File: config.mk
export PLATFORM = sky130hd
export DESIGN_NAME = seg7_scan_reader
export DESIGN_NICKNAME = d
export VERILOG_FILES = /design/src/rtl/seg7_pkg.sv /design/src/rtl/seg7_hex_decode.sv /design/src/rtl/seg7_scan_reader.sv
export SDC_FILE = /design/constraint.sdc
export NUM_CORES = 1
export LEC_CHECK = 0
export ABC_AREA = 1
export CAP_MARGIN = 20
export CORE_MARGIN = 2
export CORE_UTILIZATION = 24
export DETAILED_ROUTE_END_ITERATION = 12
export PLACE_DENSITY_LB_ADDON = 0.25
export REMOVE_ABC_BUFFERS = 1
export SYNTH_ARGS = -nofsm -noshare
export SYNTH_HDL_FRONTEND = slang
export SYNTH_SLANG_ARGS = --single-unit
File: constraint.sdc
create_clock -name clk -period 2.6 [get_ports clk]
set_clock_uncertainty 0.1 [all_clocks]
set_input_delay 0.78 -clock clk [delete_from_list [all_inputs] [get_ports clk]]
set_output_delay 0.78 -clock clk [all_outputs]
set_load 0.03 [all_outputs]
File: src/rtl/seg7_pkg.sv
// ---------------------------------------------------------------------------
// seg7_pkg
//   Shared definitions for the 8-digit hex scan reader:
//     - digit index type (3 bits, digit 0 = least significant nibble)
//     - 16-entry hex segment pattern table, active-high, bit order {g,f,e,d,c,b,a}
//     - all-off segment pattern
//     - helper function mapping a nibble to its segment pattern
// ---------------------------------------------------------------------------
package seg7_pkg;

    localparam int NUM_DIGITS = 8;
    localparam int NIBBLE_W   = 4;
    localparam int SEG_W      = 7;
    localparam int WORD_W     = NUM_DIGITS * NIBBLE_W;

    typedef logic [2:0]       digit_t;
    typedef logic [SEG_W-1:0] seg_t;

    localparam digit_t FIRST_DIGIT = 3'd0;
    localparam digit_t LAST_DIGIT  = 3'd7;

    localparam seg_t SEG_BLANK = 7'b0000000;

    // Hex glyphs 0..F, active-high {g,f,e,d,c,b,a}. Lower-case b and d keep
    // them distinguishable from 8 and 0.
    localparam seg_t SEG_HEX [16] = '{
        7'h3F, 7'h06, 7'h5B, 7'h4F,
        7'h66, 7'h6D, 7'h7D, 7'h07,
        7'h7F, 7'h6F, 7'h77, 7'h7C,
        7'h39, 7'h5E, 7'h79, 7'h71
    };

    function automatic seg_t hex_to_seg(input logic [NIBBLE_W-1:0] nibble);
        return SEG_HEX[nibble];
    endfunction

endpackage

File: src/rtl/seg7_hex_decode.sv
// ---------------------------------------------------------------------------
// seg7_hex_decode
//   Purely combinational 4-bit hex to 7-segment decoder (active-high).
//   Ports:
//     i_nibble  in  4  hex digit value
//     o_seg     out 7  segment pattern {g,f,e,d,c,b,a}, 1 = segment lit
// ---------------------------------------------------------------------------
module seg7_hex_decode
    import seg7_pkg::*;
(
    input  logic [NIBBLE_W-1:0] i_nibble,
    output seg_t                o_seg
);

    always_comb begin
        o_seg = SEG_BLANK;
        case (i_nibble)
            4'h0: o_seg = hex_to_seg(4'h0);
            4'h1: o_seg = hex_to_seg(4'h1);
            4'h2: o_seg = hex_to_seg(4'h2);
            4'h3: o_seg = hex_to_seg(4'h3);
            4'h4: o_seg = hex_to_seg(4'h4);
            4'h5: o_seg = hex_to_seg(4'h5);
            4'h6: o_seg = hex_to_seg(4'h6);
            4'h7: o_seg = hex_to_seg(4'h7);
            4'h8: o_seg = hex_to_seg(4'h8);
            4'h9: o_seg = hex_to_seg(4'h9);
            4'hA: o_seg = hex_to_seg(4'hA);
            4'hB: o_seg = hex_to_seg(4'hB);
            4'hC: o_seg = hex_to_seg(4'hC);
            4'hD: o_seg = hex_to_seg(4'hD);
            4'hE: o_seg = hex_to_seg(4'hE);
            4'hF: o_seg = hex_to_seg(4'hF);
            default: o_seg = SEG_BLANK;
        endcase
    end

endmodule

File: src/rtl/seg7_scan_reader.sv
// ---------------------------------------------------------------------------
// seg7_scan_reader
//   Captures a 32-bit word on a load strobe and scans it as 8 hex digits onto
//   a multiplexed 7-segment display. Loads go into a shadow register and are
//   promoted to the visible register only at a frame boundary, so a single
//   scan frame never mixes two words.
//
//   Parameters:
//     SCAN_DIV    clk cycles per digit slot (>= 2)
//     DIGITS      number of digits, must stay 8 (one nibble each)
//     ACTIVE_LOW  1 = an/seg/dp active-low, 0 = active-high
//
//   Ports:
//     clk          in   1  system clock
//     clr_n        in   1  asynchronous active-low reset
//     datain       in  32  word to display
//     en           in   1  load strobe, datain sampled on this posedge
//     blank_lz     in   1  1 = blank leading-zero digits (live, not frame-aligned)
//     dp_mask      in   8  decimal point enable, bit i = digit i
//     an           out  8  digit anode select, bit i = digit i
//     seg          out  7  segments {g,f,e,d,c,b,a}
//     dp           out  1  decimal point
//     frame_start  out  1  one-cycle pulse when digit 0 becomes active
//     pending      out  1  a loaded word waits for the next frame boundary
// ---------------------------------------------------------------------------
module seg7_scan_reader
    import seg7_pkg::*;
#(
    parameter int SCAN_DIV   = 100000,
    parameter int DIGITS     = 8,
    parameter int ACTIVE_LOW = 1
) (
    input  logic               clk,
    input  logic               clr_n,
    input  logic [WORD_W-1:0]  datain,
    input  logic               en,
    input  logic               blank_lz,
    input  logic [DIGITS-1:0]  dp_mask,
    output logic [DIGITS-1:0]  an,
    output seg_t               seg,
    output logic               dp,
    output logic               frame_start,
    output logic               pending
);

    localparam int                DIV_W    = (SCAN_DIV > 2) ? $clog2(SCAN_DIV) : 1;
    localparam logic [DIV_W-1:0]  DIV_LAST = DIV_W'(SCAN_DIV - 1);
    // Output inversion mask: applied only at the output registers so all
    // internal logic stays active-high.
    localparam logic              POL      = (ACTIVE_LOW != 0);

    // ---------------- state ----------------
    logic [DIV_W-1:0]   r_div_cnt;
    digit_t             r_digit;
    logic [WORD_W-1:0]  r_shadow;
    logic [WORD_W-1:0]  r_visible;
    logic               r_pending;
    logic               r_frame_start;
    logic [DIGITS-1:0]  r_an;
    seg_t               r_seg;
    logic               r_dp;

    // ---------------- combinational ----------------
    logic                             w_wrap;
    logic                             w_boundary;
    logic                             w_promote;
    logic                             w_pending_next;
    logic [DIGITS-1:0][NIBBLE_W-1:0]  w_nibbles;
    logic [DIGITS-1:0]                w_lz_blank;
    logic [DIGITS-1:0]                w_an_act;
    logic [NIBBLE_W-1:0]              w_nibble;
    seg_t                             w_seg_raw;

    assign w_wrap     = (r_div_cnt == DIV_LAST);
    assign w_boundary = w_wrap && (r_digit == LAST_DIGIT);
    assign w_promote  = w_boundary && r_pending;

    // A load on the boundary edge itself lands in shadow after the old shadow
    // has moved to visible, so it must stay pending for the following frame.
    assign w_pending_next = en || (r_pending && !w_boundary);

    // Per-digit nibble extraction, leading-zero detection and anode select.
    // A digit counts as a leading zero when it and every digit above it are
    // zero; digit 0 is never blanked so a zero word still shows "0".
    genvar gi;
    generate
        for (gi = 0; gi < DIGITS; gi++) begin : g_digit
            assign w_nibbles[gi] = r_visible[NIBBLE_W*gi +: NIBBLE_W];

            if (gi == 0) begin : g_lsd
                assign w_lz_blank[gi] = 1'b0;
            end else begin : g_upper
                assign w_lz_blank[gi] = (r_visible[WORD_W-1:NIBBLE_W*gi] == '0);
            end

            assign w_an_act[gi] = (r_digit == digit_t'(gi)) &&
                                  !(blank_lz && w_lz_blank[gi]);
        end
    endgenerate

    assign w_nibble = w_nibbles[r_digit];

    seg7_hex_decode u_hex_decode (
        .i_nibble (w_nibble),
        .o_seg    (w_seg_raw)
    );

    // ---------------- divider and digit scan ----------------
    always_ff @(posedge clk or negedge clr_n) begin
        if (!clr_n) begin
            r_div_cnt     <= '0;
            r_digit       <= FIRST_DIGIT;
            r_frame_start <= 1'b0;
        end else begin
            r_frame_start <= w_boundary;
            if (w_wrap) begin
                r_div_cnt <= '0;
                r_digit   <= (r_digit == LAST_DIGIT) ? FIRST_DIGIT : r_digit + 3'd1;
            end else begin
                r_div_cnt <= r_div_cnt + 1'b1;
            end
        end
    end

    // ---------------- double buffer ----------------
    always_ff @(posedge clk or negedge clr_n) begin
        if (!clr_n) begin
            r_shadow  <= '0;
            r_visible <= '0;
            r_pending <= 1'b0;
        end else begin
            if (w_promote) begin
                r_visible <= r_shadow;
            end
            if (en) begin
                r_shadow <= datain;
            end
            r_pending <= w_pending_next;
        end
    end

    // ---------------- output registers ----------------
    always_ff @(posedge clk or negedge clr_n) begin
        if (!clr_n) begin
            r_an  <= {DIGITS{POL}};
            r_seg <= {SEG_W{POL}};
            r_dp  <= POL;
        end else begin
            r_an  <= w_an_act ^ {DIGITS{POL}};
            r_seg <= w_seg_raw ^ {SEG_W{POL}};
            r_dp  <= dp_mask[r_digit] ^ POL;
        end
    end

    assign an          = r_an;
    assign seg         = r_seg;
    assign dp          = r_dp;
    assign frame_start = r_frame_start;
    assign pending     = r_pending;

endmodule

# Word-level counts from Yosys, hierarchy flattened
# Memories as Yosys holds them, arrays and structs flattened.
# Index checks and enable logic that the tools add are counted.
dict set report word_totals {
  reg_bits 102
  romBits 112
  output_inout_bits 18
  wordCells 64
  mem_count 1
}
# memory words word_bits rd rd_ports_with_merged_regs wr line
set mem_list {}
lappend mem_list {{(name not given)} 16 7 1 0 0 seg7_hex_decode.sv:17} ;# case (i_nibble)
dict set report classes {
  addsub 2
  n_lt_le_gt_ge 1
  eq_ne 8
  muxes 6
  bitwise 3
  reduce_logical 34
}
# operator count
set op_table {}
lappend op_table {{28-bit zero test} 1}
lappend op_table {{24-bit zero test} 1}
lappend op_table {{20-bit zero test} 1}
lappend op_table {{17-bit by 1-bit adder with 17-bit output (second input constant)} 1}
lappend op_table {{17-bit == test (second input constant)} 1}
lappend op_table {{1-bit logical AND} 17}
lappend op_table {{17-bit two-way mux} 1}
lappend op_table {{16-bit zero test} 1}
lappend op_table {{4-bit binary-select mux with 3-bit select} 1}
lappend op_table {{3-bit == test (second input constant)} 4}
lappend op_table {{12-bit zero test} 1}
lappend op_table {{1-bit zero test} 8}
lappend op_table {{8-bit zero test} 1}
lappend op_table {{8-bit NOT} 1}
lappend op_table {{7-bit NOT} 1}
lappend op_table {{3-bit by 2-bit == test with 1-bit output (second input constant)} 2}
lappend op_table {{4-bit zero test} 1}
lappend op_table {{3-bit by 4-bit less-than comparator with 1-bit output (second input constant)} 1}
lappend op_table {{4-bit two-way mux} 1}
lappend op_table {{3-bit by 1-bit adder with 3-bit output (second input constant)} 1}
lappend op_table {{1-bit binary-select mux with 3-bit select} 1}
lappend op_table {{3-bit by 1-bit == test with 1-bit output (second input constant)} 1}
lappend op_table {{3-bit zero test} 1}
lappend op_table {{3-bit two-way mux} 1}
lappend op_table {{other kinds (3)} 3}

# Depth between registers and ports, before layout
dict set report depth {
  ltp_word 5
  ltp_mapped 13
}

# By module
# Synthesis repeated with hierarchy kept, for this count alone.
dict set report hier_totals {
  hier_cells 569
  area_unflattened_um2 5114.9
}
# module n_inst cells_per_inst area_per_inst_um2
set by_module_without_submodules {}
lappend by_module_without_submodules {seg7_scan_reader 1 516 4807.1}
lappend by_module_without_submodules {seg7_hex_decode 1 53 307.8}

# Worst setup path before layout
# No wires, ideal clock.
dict set report synth_timing {
  path_kind {register to register}
  startpoint {register r_digit[0]}
  endpoint {register r_seg[3], in the netlist seg[3]}
  setup_time_ps 76
  arrival_ps 1692
  required_ps 2424
  slack_ps 732
  path_stages_with_launch 14
  cell_sequence {dfrtp_1 buf_2 inv_2 buf_2 nand2_1 nand3_1 nand3_1 nand2_1 inv_1 ha_1 nand3_1 nand2_1 nand2_1 nand2_1}
}
dict set report synth_between {
  elab_chain_cells 4
}
# element line
set synth_rtl {}
lappend synth_rtl {{from (decl)} seg7_scan_reader.sv:54} ;# digit_t r_digit;
lappend synth_rtl {{from (signal assigned)} seg7_scan_reader.sv:118} ;# r_digit <= (r_digit == LAST_DIGIT) ? FIRST_DIGIT : r_digit + 3'd1;
lappend synth_rtl {{4-bit binary-select mux with 3-bit select} seg7_scan_reader.sv:101} ;# assign w_nibble = w_nibbles[r_digit];
lappend synth_rtl {{4-bit two-way mux (implied by the code)} seg7_scan_reader.sv:101}
lappend synth_rtl {{memory read 16 x 7 bit} n/a}
lappend synth_rtl {{7-bit NOT (no source line)} n/a}
lappend synth_rtl {{to (signal assigned)} seg7_scan_reader.sv:146} ;# r_seg <= {SEG_W{POL}};
lappend synth_rtl {{to (signal assigned)} seg7_scan_reader.sv:150} ;# r_seg <= w_seg_raw ^ {SEG_W{POL}};
lappend synth_rtl {{to (decl)} seg7_scan_reader.sv:60} ;# seg_t r_seg;
# No other way between the ends. The select of a mux whose other input is x is not followed.
# A chain may end at the register's enable or synchronous reset.

# Final worst setup path
dict set report layout_timing {
  startpoint {register r_an[7], in the netlist an[7]}
  endpoint {output port an[7]}
}
# element line
set layout_rtl {}
lappend layout_rtl {{from (decl)} seg7_scan_reader.sv:59} ;# logic [DIGITS-1:0] r_an;
lappend layout_rtl {{from (signal assigned)} seg7_scan_reader.sv:145} ;# r_an <= {DIGITS{POL}};
lappend layout_rtl {{from (signal assigned)} seg7_scan_reader.sv:149} ;# r_an <= w_an_act ^ {DIGITS{POL}};
lappend layout_rtl {{to (decl)} seg7_scan_reader.sv:39} ;# output logic [DIGITS-1:0] an,
# No word-level cell between the ends.

==> flow_metrics.env <==
export IMPL_run_status="finished clean"
export IMPL_first_iter_violations=175
export IMPL_critPathMaxFanout=1
export IMPL_cts_setup_buffers=0
export IMPL_synth_cell_type_count=30
export IMPL_wl_per_cell_um=13.0
export IMPL_setup_worst_path_class="reg2out"
export IMPL_max_stage_delay_ps=660
export IMPL_numCtsBuffers=9
export IMPL_power_leakage_nw=3.45
export IMPL_crit_path_end_kind="primary output"
export IMPL_grt_max_degree=47
export IMPL_clk_pin_slew_worst_paths_ps=70
export IMPL_totalWireLength_um=13200
export IMPL_layout_cells_non_filler=1012
export IMPL_ys_warnings_count=0
export IMPL_finalSetupTns_ps=0
export IMPL_drive_above_1_share=0.0888
export IMPL_final_hold_violation_count=0
export IMPL_grt_pass1_wl_um=21400
export IMPL_slew_headroom=0.699
export IMPL_rsz0062_at_grt="false"
export IMPL_min_path_type="in2async"
export IMPL_gp_congestion=0.831
export IMPL_dp_hpwl_um=9570
export IMPL_dr_pass1_iters=4
export IMPL_cts_tree="yes"
export IMPL_drv_slew=0
export IMPL_worstSetupStartpointType="flip-flop"
export IMPL_insertion_delay_ps=360
export IMPL_antenna_found_initial=0
export IMPL_total_power_mw=3.25
export IMPL_critPathTopFamily="buffers and inverters"
export IMPL_post_route_util=0.300
export IMPL_cts_resized=0
export IMPL_vias=4265
export IMPL_fmax_mhz=412
export IMPL_placedCellCount=996
export IMPL_dieArea_um2=23000
export IMPL_antenna_left=0
export IMPL_grt_pass1_vias=4145
export IMPL_tightest_slew_ps=452
export IMPL_syn_avg_cell_area_um2=7.77
export IMPL_synth_seq_cells=102
export IMPL_hold_buffers=0
export IMPL_start_util=0.242
export IMPL_die_w_um=152
export IMPL_ctsHtreeMaxLevel=3
export IMPL_core_area_um2=21600
export IMPL_worstPathRequired_ps=1720
export IMPL_viasPerCell=4.21
export IMPL_syn_inst=674
export IMPL_fill_cells=2384
export IMPL_io_buffers=61
export IMPL_die_h_um=152
export IMPL_cap_violations=0
export IMPL_layout_min_cycle_time_ps=2430
export IMPL_netlist_area_um2=5240
export IMPL_drc=0
export IMPL_numClockSinks=102
export IMPL_path_cells="clkdlybuf4s50_1"
export IMPL_finalCritPeriodShare=0.933
export IMPL_setup_violations=0
export IMPL_ir_drop_mv=0.306
export IMPL_slowest_stage="clkdlybuf4s50_1"
export IMPL_grt_overflow_total=0
export IMPL_cts_buffer_depth=2
export IMPL_track_usage=0.122
export IMPL_clockRootBuffer="clkbuf_16"
export IMPL_final_nets=784
export IMPL_ys_seq_area_frac=0.491
export IMPL_area_delta_synth_final_pct=23.7
export IMPL_ios=62
export IMPL_num_antenna_cells=0
export IMPL_cp_arrival_ps=1550
export IMPL_pwr_density_cell_nw_per_um2=501
export IMPL_rows=54
export IMPL_worst_path_buf_inv=1
[synthesized netlist by cell type]
master | instances | area, um2
nor2_2 | 1 | 6.26
inv_1 | 128 | 480
nand4_2 | 1 | 12.5
nor3_1 | 8 | 40.0
ha_1 | 13 | 163
nand3_1 | 51 | 255
nor2_4 | 2 | 22.5
nand4_1 | 47 | 294
o211ai_1 | 1 | 7.51
clkinv_4 | 1 | 8.76
dfstp_2 | 16 | 420
nand2_4 | 1 | 11.3
buf_2 | 8 | 40.0
nand2_2 | 3 | 18.8
nor3_2 | 2 | 20.0
inv_2 | 8 | 30.0
nor2_1 | 16 | 60.1
o21ai_1 | 4 | 20.0
clkbuf_1 | 18 | 67.6
o21ai_0 | 44 | 220
xor2_1 | 6 | 52.6
buf_6 | 3 | 33.8
nor4_1 | 1 | 6.26
clkinv_1 | 1 | 3.75
dfrtp_1 | 86 | 2150
nand2_1 | 191 | 717
a21oi_1 | 9 | 45.0
buf_4 | 1 | 7.51
a32oi_1 | 1 | 8.76
o21bai_1 | 2 | 15.0
[where the power goes]
group	total [mW]	switching [mW]	internal, mW	leakage (nW)
sequential	1.64	0.0100	1.63	1.29
clock	1.42	0.659	0.761	0.144
combinational	0.189	0.100	0.0893	2.01
total	3.25	0.769	2.48	3.45
[placed cells by master (no fill, tap or decap), types with 2 or more instances in the layout]
master and instances:
nand2_1 191, inv_1 128, dfrtp_1 86, clkdlybuf4s50_1 58, nand3_1 51, nand4_1 47, o21ai_0 44, nor2_1 16
dfstp_2 16, ha_1 13, a21oi_1 9, clkbuf_16 9, buf_4 9, inv_2 8, nor3_1 8, xor2_1 6
o21ai_1 4, buf_12 4, nand2_2 3, clkinv_4 3, nor2_4 2, nor3_2 2, o21bai_1 2, clkinvlp_4 2
[cell type report]
class,instances,area [um2],share of cell area
inverter,138,523,0.0807
tap,280,350,0.0540
clock buffer,9,225,0.0347
clock inverter,7,82.6,0.0127
sequential,102,2570,0.397
timing repair buffer,72,733,0.113
multi-input combinational,404,2000,0.308
[path summary, 6_finish.rpt]
kind	from	endpoint	slack [ps]	cells after the start
max	an[7]	an[7]	170	1
min	clr_n	r_div_cnt[8]	270	1
max reg2reg	r_digit[1]	pending	500	6
min reg2reg	r_div_cnt[0]	r_div_cnt[0]	370	1
max in group asynchronous	clr_n	an[3]	1500	2
min in group clk	r_div_cnt[0]	r_div_cnt[0]	370	1
[kinds of logic after synthesis]
group | Yosys count | synth area share
and+or+nand+nor | 324 | 0.279
buffers and inverters | 168 | 0.128
DFF | 102 | 0.491
xor gates and xnor gates | 6 | 0.0100
adders and majority gates | 13 | 0.0310
AOI/OAI and AO/OA | 61 | 0.0604
[flip-flops by register name, summed over array words and instances, names as in the netlist]
signal / count
r_visible: 32
pending: 1
dp: 1
r_shadow: 32
seg: 7
r_div_cnt: 17
r_digit: 3
an: 8
frame_start: 1
[stage by stage]
| step | hold WS [ps] | area [um2] | setup WS, ps |
|---|---|---|---|
| 2_1_floorplan | 333 | 5090 | -151 |
| 5_1_grt | 295 | 6480 | 134 |
| 3_5_place_dp | 362 | 6170 | 530 |
| 6_report | 271 | 6480 | 174 |
| 4_1_cts | 272 | 6480 | 160 |
| 3_3_place_gp | 355 | 6170 | 521 |
[metal layers]
metal  vias up  GRT usage  routed length, um
met5         -          0                  0
li1       2206          -                  -
met1      1974      0.167               6480
met4         0     0.0532                291
met3        16     0.0234                490
met2        69      0.187               5920
Power figures use the tool's default switching activity.
